<file path="src/rtl/pipe_stage_reg.sv">
// -----------------------------------------------------------------------------
// pipe_stage_reg
//
// Pipeline stage register for an inter-stage boundary (IF/ID, ID/EX, EX/MEM,
// MEM/WB). It uses a valid/ready handshake and holds up to two entries: a main
// entry that drives out_data and a skid entry that catches one extra word
// when downstream stops accepting. Several stall sources are OR-reduced and
// freeze the stage. A synchronous flush empties the stage and loads the
// bubble image. A saturating counter records how many cycles the stage spent
// stalled.
//
// Parameters
//   DATA_W     payload width in bits
//   N_STALL    number of independent stall request inputs
//   FLUSH_VAL  payload image after reset or flush (bubble / NOP)
//   CNT_W      width of the stall-cycle counter
//
// Ports
//   clock         in   rising-edge clock
//   reset         in   asynchronous reset, active low
//   in_valid      in   upstream offers in_data this cycle
//   in_data       in   upstream payload [DATA_W]
//   in_ready      out  stage accepts in_data this cycle
//   stall         in   stall requests [N_STALL]; any bit high freezes the stage
//   flush         in   discard all held entries at the next clock edge
//   out_valid     out  out_data holds a valid entry
//   out_data      out  payload of the oldest held entry [DATA_W]
//   out_ready     in   downstream accepts out_data this cycle
//   stall_cycles  out  saturating count of cycles with any stall bit high
// -----------------------------------------------------------------------------
module pipe_stage_reg #(
  parameter int unsigned             DATA_W    = 96,
  parameter int unsigned             N_STALL   = 2,
  parameter logic [DATA_W-1:0]       FLUSH_VAL = {DATA_W{1'b0}},
  parameter int unsigned             CNT_W     = 16
) (
  input  logic               clock,
  input  logic               reset,
  input  logic               in_valid,
  input  logic [DATA_W-1:0]  in_data,
  output logic               in_ready,
  input  logic [N_STALL-1:0] stall,
  input  logic               flush,
  output logic               out_valid,
  output logic [DATA_W-1:0]  out_data,
  input  logic               out_ready,
  output logic [CNT_W-1:0]   stall_cycles
);

  // Occupancy: EMPTY = no entries, ONE = main only, FULL = main + skid.
  typedef enum logic [1:0] {
    ST_EMPTY = 2'd0,
    ST_ONE   = 2'd1,
    ST_FULL  = 2'd2
  } state_e;

  localparam logic [CNT_W-1:0] CNT_MAX = {CNT_W{1'b1}};

  state_e             state_q, state_d;
  logic [DATA_W-1:0]  main_q,  main_d;
  logic [DATA_W-1:0]  skid_q,  skid_d;
  logic [CNT_W-1:0]   cnt_q,   cnt_d;

  logic stall_any;
  logic in_xfer;
  logic out_xfer;

  // ---------------------------------------------------------------------------
  // Handshake
  // ---------------------------------------------------------------------------
  assign stall_any = |stall;

  // in_ready depends only on the state register and stall/flush; keeping
  // out_ready out of this path stops ready chains from forming a long
  // combinational loop across stages. The skid entry is what makes that safe.
  assign in_ready  = ~stall_any & ~flush & (state_q != ST_FULL);
  assign out_valid = (state_q != ST_EMPTY);
  assign out_data  = main_q;

  assign in_xfer   = in_valid & in_ready;
  assign out_xfer  = out_valid & out_ready & ~stall_any & ~flush;

  // ---------------------------------------------------------------------------
  // Next-state logic
  // ---------------------------------------------------------------------------
  always_comb begin
    // NOTE: every signal gets a default first, so no path leaves a value
    // unassigned and no latch can be inferred.
    state_d = state_q;
    main_d  = main_q;
    skid_d  = skid_q;

    if (flush) begin
      // Flush wins over stall and over any input offered this cycle.
      state_d = ST_EMPTY;
      main_d  = FLUSH_VAL;
      skid_d  = FLUSH_VAL;
    end else if (!stall_any) begin
      unique case (state_q)
        ST_EMPTY: begin
          if (in_xfer) begin
            state_d = ST_ONE;
            main_d  = in_data;
          end
        end

        ST_ONE: begin
          if (in_xfer && out_xfer) begin
            // Pass-through: the new word replaces the departing one.
            main_d = in_data;
          end else if (in_xfer) begin
            state_d = ST_FULL;
            skid_d  = in_data;
          end else if (out_xfer) begin
            // main keeps its last value; out_valid masks it.
            state_d = ST_EMPTY;
          end
        end

        ST_FULL: begin
          // in_ready is low here, so only the output side can move.
          if (out_xfer) begin
            state_d = ST_ONE;
            main_d  = skid_q;
          end
        end

        default: begin
          state_d = ST_EMPTY;
          main_d  = FLUSH_VAL;
          skid_d  = FLUSH_VAL;
        end
      endcase
    end
  end

  // Stall counter counts every stalled edge, even when flush is also high.
  always_comb begin
    cnt_d = cnt_q;
    if (stall_any && (cnt_q != CNT_MAX)) begin
      cnt_d = cnt_q + 1'b1;
    end
  end

  // ---------------------------------------------------------------------------
  // State registers
  // ---------------------------------------------------------------------------
  always_ff @(posedge clock or negedge reset) begin
    if (!reset) begin
      state_q <= ST_EMPTY;
      // NOTE: the payload registers are reset too, so out_data shows the
      // bubble image straight out of reset instead of X.
      main_q  <= FLUSH_VAL;
      skid_q  <= FLUSH_VAL;
      cnt_q   <= '0;
    end else begin
      // NOTE: nonblocking assignments so every register samples the
      // pre-edge values, independent of statement order.
      state_q <= state_d;
      main_q  <= main_d;
      skid_q  <= skid_d;
      cnt_q   <= cnt_d;
    end
  end

  assign stall_cycles = cnt_q;

endmodule

</file>
<file path="config.mk">
export PLATFORM = sky130hd
export DESIGN_NAME = pipe_stage_reg
export DESIGN_NICKNAME = d
export VERILOG_FILES = /design/src/rtl/pipe_stage_reg.sv
export SDC_FILE = /design/constraint.sdc
export NUM_CORES = 1
export LEC_CHECK = 0
export ABC_AREA = 1
export CAP_MARGIN = 15
export CORE_MARGIN = 4
export CORE_UTILIZATION = 46
export DETAILED_ROUTE_END_ITERATION = 10
export PLACE_DENSITY = 0.87
export SETUP_SLACK_MARGIN = 0.3
export SLEW_MARGIN = 20
export SYNTH_ARGS = -nofsm -noshare
export SYNTH_HDL_FRONTEND = slang
export SYNTH_SLANG_ARGS = --single-unit
export TNS_END_PERCENT = 100
</file>
<file path="constraint.sdc">
create_clock -name clock -period 1.7 [get_ports clock]
set_input_delay 0.34 -clock clock [delete_from_list [all_inputs] [get_ports clock]]
set_output_delay 0.34 -clock clock [all_outputs]
set_load 0.1 [all_outputs]
</file>
==> results of run 1 <==
==> how the worst min path moves through the flow <==
stage          startpoint                          end
6_report            reset  stall_cycles[1]$_DFFE_PN0P_
3_3_place_gp        reset     out_data[11]$_DFFE_PN0P_
5_1_grt             reset  stall_cycles[1]$_DFFE_PN0P_
4_1_cts             reset     out_data[16]$_DFFE_PN0P_
2_1_floorplan       reset      out_data[0]$_DFFE_PN0P_
3_5_place_dp        reset     out_data[16]$_DFFE_PN0P_
==> registers in the layout, summed over array words and instances, names as in the netlist <==
signal / flops
stall_cycles: 16
out_data: 96
skid_q: 96
state_q: 2
==> kinds of logic after synthesis <==
family / count (synthesis)
xor gates and xnor gates: 9
DFF: 210
and+or+nand+nor: 394
AOI/OAI and AO/OA: 300
adders and majority gates: 1
buffers and inverters: 103
==> what timing repair did <==
action	4_1_cts	5_1_grt
pin swaps	7	23
resized for setup	26	394
endpoints found under the setup margin	323	324
setup buffers	11	99
hold endpoints to repair	47	0
hold buffers	1	0
gates cloned	8	36
==> synthesized netlist by cell type, types with 2 or more instances <==
cell type / instances / share of area [%]
buf_6: 21 / 2.5
o21ai_1: 134 / 7.0
nor2_1: 15 / 0.59
o21ai_0: 16 / 0.84
nor3_1: 7 / 0.37
nand2_1: 311 / 12
inv_2: 2 / 0.079
dfrtp_1: 210 / 55
a22oi_1: 57 / 4.5
buf_1: 3 / 0.12
o21bai_1: 3 / 0.24
nor2_2: 2 / 0.13
nand3b_1: 4 / 0.31
a32oi_1: 39 / 3.6
buf_4: 12 / 0.94
nand3_1: 46 / 2.4
xor2_1: 8 / 0.73
inv_1: 18 / 0.71
buf_2: 14 / 0.73
nand4_1: 5 / 0.33
o21ai_2: 50 / 4.6
clkbuf_1: 33 / 1.3
==> layout make-up <==
cell class                 instances  area, um^2  share of cell area [%]
clock buffer                      34         687                    3.89
clock inverter                     5        77.6                   0.439
inverter                          20        87.6                   0.495
multi-input combinational        704        5040                    28.5
sequential                       210        5360                    30.3
tap                              270         338                    1.91
timing repair buffer             432        6080                    34.4
==> power by group <==
part           switching [mW]  leakage (nW)  total, mW  internal (mW)
clock                    2.14         0.375       5.22           3.08
sequential               1.37          2.69       7.57           6.19
combinational            9.30          4.77       15.4           6.12
==> critical path, cell delays in order, from the launching register on <==
cell and delay (ns):
dfrtp_2 0.46, nand2_4 0.11, buf_6 0.10, nand4_4 0.09, nand2_2 0.13, nand2_2 0.07, nor2_4 0.17, nand2_8 0.13
buf_12 0.19, buf_8 0.16, o21ai_1 0.24
==> per-layer routing <==
layer  GRT usage (%)  vias up  share of wire (%)  wire [um]
met5               0        -                  0          0
met4            8.43        0                6.3       2710
met3            4.49      223                8.2       3560
met2            43.7      773                 51      21800
met1            32.5     5112                 35      15100
li1                -     4280                  -          -
==> cells in the final DEF (no fill, tap or decap), drive strengths merged, types with 2 or more instances in the layout <==
cell,instances
a22oi,57
xor2,8
nand3b,4
buf,303
clkinv,3
a32oi,39
inv,17
dfrtp,210
o21ai,200
nand4,6
bufinv,2
dlymetal6s2s,2
clkbuf,61
o21bai,3
nand2,311
clkinvlp,3
nor2,18
clkdlybuf4s50,99
nand3,47
nor3,7
==> metrics.txt, run 1 <==
syn_nets=1121; Hold Crit Class=input pin to async pin; flops & latches, synth=210; FFs w/ async S/R, synth=100%; Post-Synth Simple-Gate Area=16.8%; TritonCTS buffer count=22; Mapped Avg Cell Area=9.38 um^2; Max-slew headroom=roughly 65%; Final GP Congestion=0.803; Worst Setup End Kind=flop; crit path time final=1.98 ns; Leakage Power=slightly below 8 nW; # diodes=0; DRC violations left=0; total congestion overflow=0; area of the mapped netlist=9540 um^2; post-synthesis compound-gate area fraction=a little over a fifth; Die Height=152 um; DR WL/cell=between 20 and 30 um; clk_skew=0.0110 ns; non-filler instance count after layout=1675; Slew Viols, Final=0; Final Util=87.1%; initial antenna violation count=0; period utilization=116%; share of layout cells above drive strength 1=between 50% and 60%; Yosys cell types=29; number of flops mapped to enable cells by yosys=0; Hold Vio Cnt, Final=0; adder-cell share of the synthesized area=0.131%; synthesized instance count=1017; critical path type=flop to flop; final wirelength=~43000 um; Data required, critical path=2.10 ns; Pwr Density=1600 nW/um^2; cells on worst reg2reg path=10; crit path max fanout=11; # setup viols final=204; Total GRT Usage=about a quarter; final worst slack=-0.275 ns; failing checks=setup timing; Place WS=-0.525 ns; setup TNS=-28.30 ns; first-pass GRT wire length=48700 um; status=complete, but fails checks; Yosys Warn Count=0; TritonCTS clock tree=done; Rows=52; largest net degree at the start of global routing=58; fill count=847; dominant combinational cell family by area after synthesis=compound AO/OA/AOI/OAI gates; Post-DP Area=13600 um^2; post-synthesis mux area share=0%; clock sinks=210; H-tree depth=1; number of global-route vias before repair=9067; dpl cells=roughly 1500; worst r2r dst=out_data[10]$_DFFE_PN0P_; CTS Root Cell=clkbuf_16; Design Area, Final=around 18000 um^2; clk buf depth=3; via count=between 10000 and 15000; clock slew at the register clock pins of the worst setup and hold paths=0.07 ns; hold slack=0.372 ns; Primary FF master, synth=dfrtp_1; # IOs=217; reg-to-reg slack, setup=-0.28 ns; die area=23100 um^2; Worst-Margin Slew=0.518 ns; post-synthesis sequential area ratio=55.1%; Initial Util=47.0%; Clock Latency Late Sink=0.51 ns; Initial DRC Count=between 1000 and 1500; area delta synth->final=85.2%; peak supply drop=between 0.001 and 0.0015 V; floorplan core area=20300 um^2; Post-Synth XOR/XNOR Area=0.826%; crit path DAT=2.38 ns; Pwr Total=28.2 mW; CP startpoint=state_q[1]$_DFFE_PN0P_; die outline width=152 um; maxcap violations=0; RSZ-0062 raised after global routing=yes; DRT Pass-1 Iters=6; crit path to=out_data[10]$_DFFE_PN0P_; IO Port Bufs=216; # nets final=1494; start of the worst register-to-register path=state_q[1]$_DFFE_PN0P_; Startpoint Class=flop; HPWL Detailed=19100 um; via/cell ratio=about 6.2; Fmax achieved=506 MHz; DRT antenna net count=0
Note: power is estimated with default switching activity, not from simulation.
==> run 2: changes to the inputs <==
SETUP_SLACK_MARGIN = 0.05   (was 0.3)
==> run 2 against run 1 <==
- the flow still finishes with violations (setup timing)
- via count down 11%
- global-route usage shrank 1.7 points
- non-clock buffer count is 132 lower
- clock skew is 0.0066 ns higher
- wire length down 24%
- clock-buffer cell count fell by 3
- final area down 14%
- flip-flop and latch count unchanged
- total power is 11% lower
- combinational power decreased by 18%
- clock power down 0.8%
- hold slack lost 0.078 ns
==> metrics.txt, run 2 (same netlist as run 1, synthesis figures left out) <==
area of the multi-input gates=4020 um^2 (-20%); Hold Vio Cnt, Final=0 (unchanged); clk buf depth=3 (unchanged); Buf/Inv on CP=5 (+2); RSZ-0062 raised after global routing=yes; Int Pwr=13.8 mW (-10%); Hold Crit Class=input pin to async pin; clk_skew=0.0176 ns (+0.00663 ns); fill count=1257 (+48%); largest net degree at the start of global routing=69 (+19%); hold slack=0.294 ns (-0.0783 ns); area delta synth->final=58.5%; DRT antenna net count=0 (unchanged); critical path type=flop to flop; NetSw=11.3 mW (-12%); DRC violations left=0 (unchanged); setup TNS=-10.93 ns (+17.37 ns); DR WL/cell=21.4 um (-17%); Initial DRC Count=1085 (+3.1%); Switching Share=45.0% (-0.41 points); clock slew at the register clock pins of the worst setup and hold paths=0.06 ns (about the same); Seq. cell area=5290 um^2 (-1.4%); Final Util=74.5% (-13 points); failing checks=setup timing; via count=9227 (-11%); total congestion overflow=0 (unchanged); Clk pwr share=20.6% (+2.1 points); Slowest-stage cell, CP=dfrtp_1; crit path max fanout=8 (-3); period utilization=107% (-8.8 points); clock sinks=210 (unchanged); first-pass GRT wire length=46200 um (-5.2%); share of layout cells above drive strength 1=29.2% (-24 points); Initial Util=47.0% (unchanged); worst-path cell chain=inv_2, nand2_1, nor2_4, nand2_2, nand4_1, buf_4, buf_12, buf_12, clkbuf_16, nand2_1, o21ai_1; DRT Pass-1 Iters=8 (+2); Fmax achieved=548 MHz (+8.2%); # nets final=1363 (-8.8%); maxcap violations=0 (unchanged); Die Height=152 um (unchanged); TritonCTS buffer count=23 (+4.5%); crit path DAT=2.26 ns (-0.12 ns); HPWL Detailed=18100 um (-5.3%); initial antenna violation count=0 (unchanged); # diodes=0 (unchanged); Worst Setup End Kind=flop; commonest non-fill, non-tap cell in the layout=nand2_1; peak supply drop=0.000940 V (-8.8%); Data required, critical path=2.13 ns (+0.03 ns); number of global-route vias before repair=8674 (-4.3%); Slew Viols, Final=0 (unchanged); H-tree depth=1 (unchanged); final worst slack=-0.125 ns (+0.150 ns); most frequent cells in the layout=279 x nand2_1, 195 x dfrtp_1, 133 x buf_12, 118 x o21ai_1, 99 x clkdlybuf4s50_1; via/cell ratio=5.98 (-3.6%); die area=23100 um^2 (unchanged); IO Port Bufs=216 (unchanged); CP max stage delay=0.43 ns (-0.03 ns); CTS Root Cell=clkbuf_16; crit-path leading delay family=buffers and inverters; final wirelength=33000 um (-24%); Clock Latency Late Sink=0.51 ns (about the same); Max-slew headroom=66.3% (+0.89 points); reg-to-reg slack, setup=-0.13 ns (+0.15 ns); Final GP Congestion=0.831 (+3.6%); Reg power frac=29.1% (+2.3 points); Pwr Density=1660 nW/um^2 (+4.2%); TritonCTS clock tree=done; # IOs=217 (unchanged); Worst-Margin Slew=0.500 ns (-0.0186 ns); # setup viols final=205 (+0.49%); crit path time final=1.83 ns (-0.150 ns); Total GRT Usage=23.7% (-1.7 points); floorplan core area=20300 um^2 (unchanged); Comb power frac=50.3% (-4.4 points); status=complete, but fails checks; Post-DP Area=13300 um^2 (-2.3%); Design Area, Final=15100 um^2 (-14%); die outline width=152 um (unchanged); Leakage Power=6.47 nW (-17%); Startpoint Class=flop; Rows=52 (unchanged)
## run 2: cell types whose count changed in the layout (fill, tap and decap cells not counted), sizes merged
cell,previous run,this run
clkinv,3,4
clkbuf,61,44
dlygate4sd2,0,1
bufinv,2,3
dlymetal6s2s,2,1
clkinvlp,3,1
inv,17,21
buf,303,185
## run 2: layout make-up
class                           count  area share [%]
Sequential cell                   210            35.0
Clock buffer                       31            4.27
Clock inverter                      9           0.860
Multi-Input combinational cell    704            26.6
Timing Repair Buffer              300            30.6
Tap cell                          270            2.23
Inverter                           20           0.513
## run 2: path summary, 6_finish.rpt
kind / startpoint / to / cells past startpoint
worst min register to register: skid_q[12]$_DFFE_PN0P_ / skid_q[12]$_DFFE_PN0P_ / 2
min in group clock: in_data[31] / skid_q[31]$_DFFE_PN0P_ / 3
worst max-delay path: state_q[1]$_DFFE_PN0P_ / skid_q[57]$_DFFE_PN0P_ / 11
max in group asynchronous: reset / stall_cycles[6]$_DFFE_PN0P_ / 3
worst min-delay path: reset / out_data[20]$_DFFE_PN0P_ / 2
worst max register to register: state_q[1]$_DFFE_PN0P_ / skid_q[57]$_DFFE_PN0P_ / 11
## run 2: worst reg2reg max path, delay by kind of cell, from the launching register on
family          cells  cell delay [ns]
buf+inv             5             0.72
simple gates        5             0.52
flops               1             0.43
compound gates      1             0.08
## run 2: stage by stage
stage / std cells / power [mW] / setup slack [ns]
finish: 1544 / 25.1 / -0.125
global route: 1544 / 25.9 / -0.175
CTS: 1518 / 24.2 / -0.0819
detailed placement: 1466 / 18.8 / -0.557
global placement: 1466 / 18.5 / -0.473
floorplan: 1017 / 14.2 / -0.101
## run 2: power groups by stage
| stage | clock, mW | combinational, mW | sequential (mW) |
|---|---|---|---|
| floorplan | 0 | 2.30 | 11.9 |
| global placement | 0 | 11.3 | 7.26 |
| detailed placement | 0 | 11.5 | 7.31 |
| CTS | 5.19 | 11.7 | 7.26 |
| global route | 5.44 | 13.1 | 7.41 |
| finish | 5.18 | 12.7 | 7.31 |
## run 2: metal layers
metal  vias up  wire [um]  share of wire [%]  GRT usage (%)
li1       4008          -                  -              -
met4         0        976                3.0           6.64
met1      4571      12400                 37           30.8
met2       565      16600                 50           40.0
met5         -          0                  0              0
met3        83       3020                9.1           5.38
## run 2: repair_timing
| item | in CTS | in global routing |
|---|---|---|
| pin swaps | 2 | 18 |
| hold endpoints to repair | 28 | 0 |
| endpoints found under the setup margin | 195 | 209 |
| resized for setup | 18 | 91 |
| buffers inserted | 7 | 8 |
| gates cloned | 4 | 18 |
| hold buffers | 1 | 0 |
==> run 3: changes to the inputs <==
SKIP_LAST_GASP = 1   (was not set)
==> run 3 against run 2 <==
- the flow still finishes with violations (setup timing)
- critical endpoint unchanged
- largest power group unchanged
- wire length is 1.0% lower
- non-clock buffer count is the same
- via count is 0.46% lower
- critical path depth did not move
- first-iteration DRC count is 10% lower
==> metrics.txt, run 3 (same netlist as run 1, synthesis figures left out) <==
status=complete, but fails checks; failing checks=setup timing; Worst-Margin Slew=0.554 ns (+0.0541 ns); via/cell ratio=5.95 (-0.46%); # IOs=217 (unchanged); DRC violations left=0 (unchanged); most frequent cells in the layout=289 x nand2_1, 195 x dfrtp_1, 132 x buf_12, 123 x o21ai_1, 99 x clkdlybuf4s50_1; Final GP Congestion=0.831 (unchanged); number of global-route vias before repair=8674 (unchanged); Rows=52 (unchanged); worst-path cell chain=inv_2, nand2_1, nor2_4, nand2_2, nand4_1, buf_4, buf_12, buf_12, clkbuf_16, nand2_1, o21ai_1; via count=9185 (-0.46%); crit path DAT=2.27 ns (about the same); non-filler instance count after layout=1544 (unchanged); final wirelength=32700 um (-1.0%); Seq. cell area=5290 um^2 (unchanged); Die Height=152 um (unchanged); clock sinks=210 (unchanged); die area=23100 um^2 (unchanged); peak supply drop=0.000945 V (+0.57%); area of the multi-input gates=3970 um^2 (-1.2%); Fmax achieved=543 MHz (-0.85%); crit path time final=1.84 ns (+0.0157 ns); TritonCTS buffer count=23 (unchanged); RSZ-0062 raised after global routing=yes; initial antenna violation count=0 (unchanged); final worst slack=-0.141 ns (-0.0157 ns); DRT antenna net count=0 (unchanged); largest net degree at the start of global routing=69 (unchanged); total congestion overflow=0 (unchanged); area delta synth->final=58.0%; CTS Root Cell=clkbuf_16; Max-slew headroom=62.7% (-3.6 points); clk buf depth=3 (unchanged); share of layout cells above drive strength 1=28.1% (-1.1 points); IO Port Bufs=216 (unchanged); fill count=1263 (+0.48%); Worst Setup End Kind=flop; Data required, critical path=2.13 ns (about the same); Clock Latency Late Sink=0.51 ns (about the same); # nets final=1363 (unchanged); Startpoint Class=flop; CP max stage delay=0.43 ns (about the same); Hold Vio Cnt, Final=0 (unchanged); die outline width=152 um (unchanged); Pwr Density=1660 nW/um^2 (-0.21%); Hold Crit Class=input pin to async pin; HPWL Detailed=18100 um (unchanged); Total GRT Usage=23.7% (unchanged); clk_skew=0.0205 ns (+0.00288 ns); DRT Pass-1 Iters=6 (-2); TritonCTS clock tree=done; Leakage Power=6.45 nW (-0.26%); Initial Util=47.0% (unchanged); dpl cells=1466 (unchanged); crit path max fanout=8 (unchanged); DR WL/cell=21.2 um (-1.0%); Buf/Inv on CP=5 (unchanged); Place WS=-0.557 ns (unchanged); crit-path leading delay family=buffers and inverters; Initial DRC Count=974 (-10%); clock slew at the register clock pins of the worst setup and hold paths=0.06 ns (about the same); Slowest-stage cell, CP=dfrtp_1; # setup viols final=194 (-5.4%); period utilization=108% (+0.92 points); # diodes=0 (unchanged); critical path type=flop to flop; H-tree depth=1 (unchanged); floorplan core area=20300 um^2 (unchanged); first-pass GRT wire length=46200 um (unchanged); maxcap violations=0 (unchanged); commonest non-fill, non-tap cell in the layout=nand2_1; hold slack=0.298 ns (+0.00450 ns); Slew Viols, Final=0 (unchanged)
run 3: cell counts in the layout (fill, tap and decap cells not counted):
No cell type changed its count.
run 3: area by class of cell:
class                      count  area share [%]
clock buffer                  31            4.28
inverter                      20           0.514
timing repair buffer         300            30.7
multi-input combinational    704            26.3
tap                          270            2.24
clock inverter                 9           0.863
sequential                   210            35.1
run 3: stage by stage:
stage                     instance area (um^2)  power, mW  utilization, %  TNS, ns
after floorplan                           9640       14.2               -    -1.08
final                                    15100       25.0            74.3   -10.84
after global placement                   13300       18.5            65.6   -86.28
after global routing                     15100       25.8            74.3   -23.18
after CTS                                14300       24.2            70.6    -4.93
after detailed placement                 13300       18.8            65.6   -97.90
run 3: repair_timing:
action,CTS,global route
setup endpoints to repair,195,209
buffers inserted,7,8
hold buffers,1,0
hold endpoints to repair,28,0
pin swaps,2,17
cloned,4,18
gates resized for setup,17,76
run 3: path summary, 6_finish.rpt:
path / from / endpoint / slack, ns / cells past startpoint
max: state_q[1]$_DFFE_PN0P_ / skid_q[57]$_DFFE_PN0P_ / -0.14 / 11
min: reset / out_data[20]$_DFFE_PN0P_ / 0.30 / 2
max reg2reg: state_q[1]$_DFFE_PN0P_ / skid_q[57]$_DFFE_PN0P_ / -0.14 / 11
min reg2reg: skid_q[1]$_DFFE_PN0P_ / skid_q[1]$_DFFE_PN0P_ / 0.49 / 2
max in group asynchronous: reset / stall_cycles[6]$_DFFE_PN0P_ / 0.76 / 3
min in group clock: in_data[30] / skid_q[30]$_DFFE_PN0P_ / 0.43 / 3
run 3: layer usage:
metal / part of all wire, % / wire length (um) / track usage [%]
met5: 0 / 0 / 0
met4: 2.9 / 942 / 6.64
met3: 8.8 / 2870 / 5.38
met2: 51 / 16500 / 40.0
met1: 38 / 12300 / 30.8
run 3: where the power goes:
group | total [mW] | internal, mW | switching, mW
Sequential | 7.29 | 6.12 | 1.17
Combinational | 12.6 | 4.55 | 8.01
Clock | 5.17 | 3.12 | 2.06
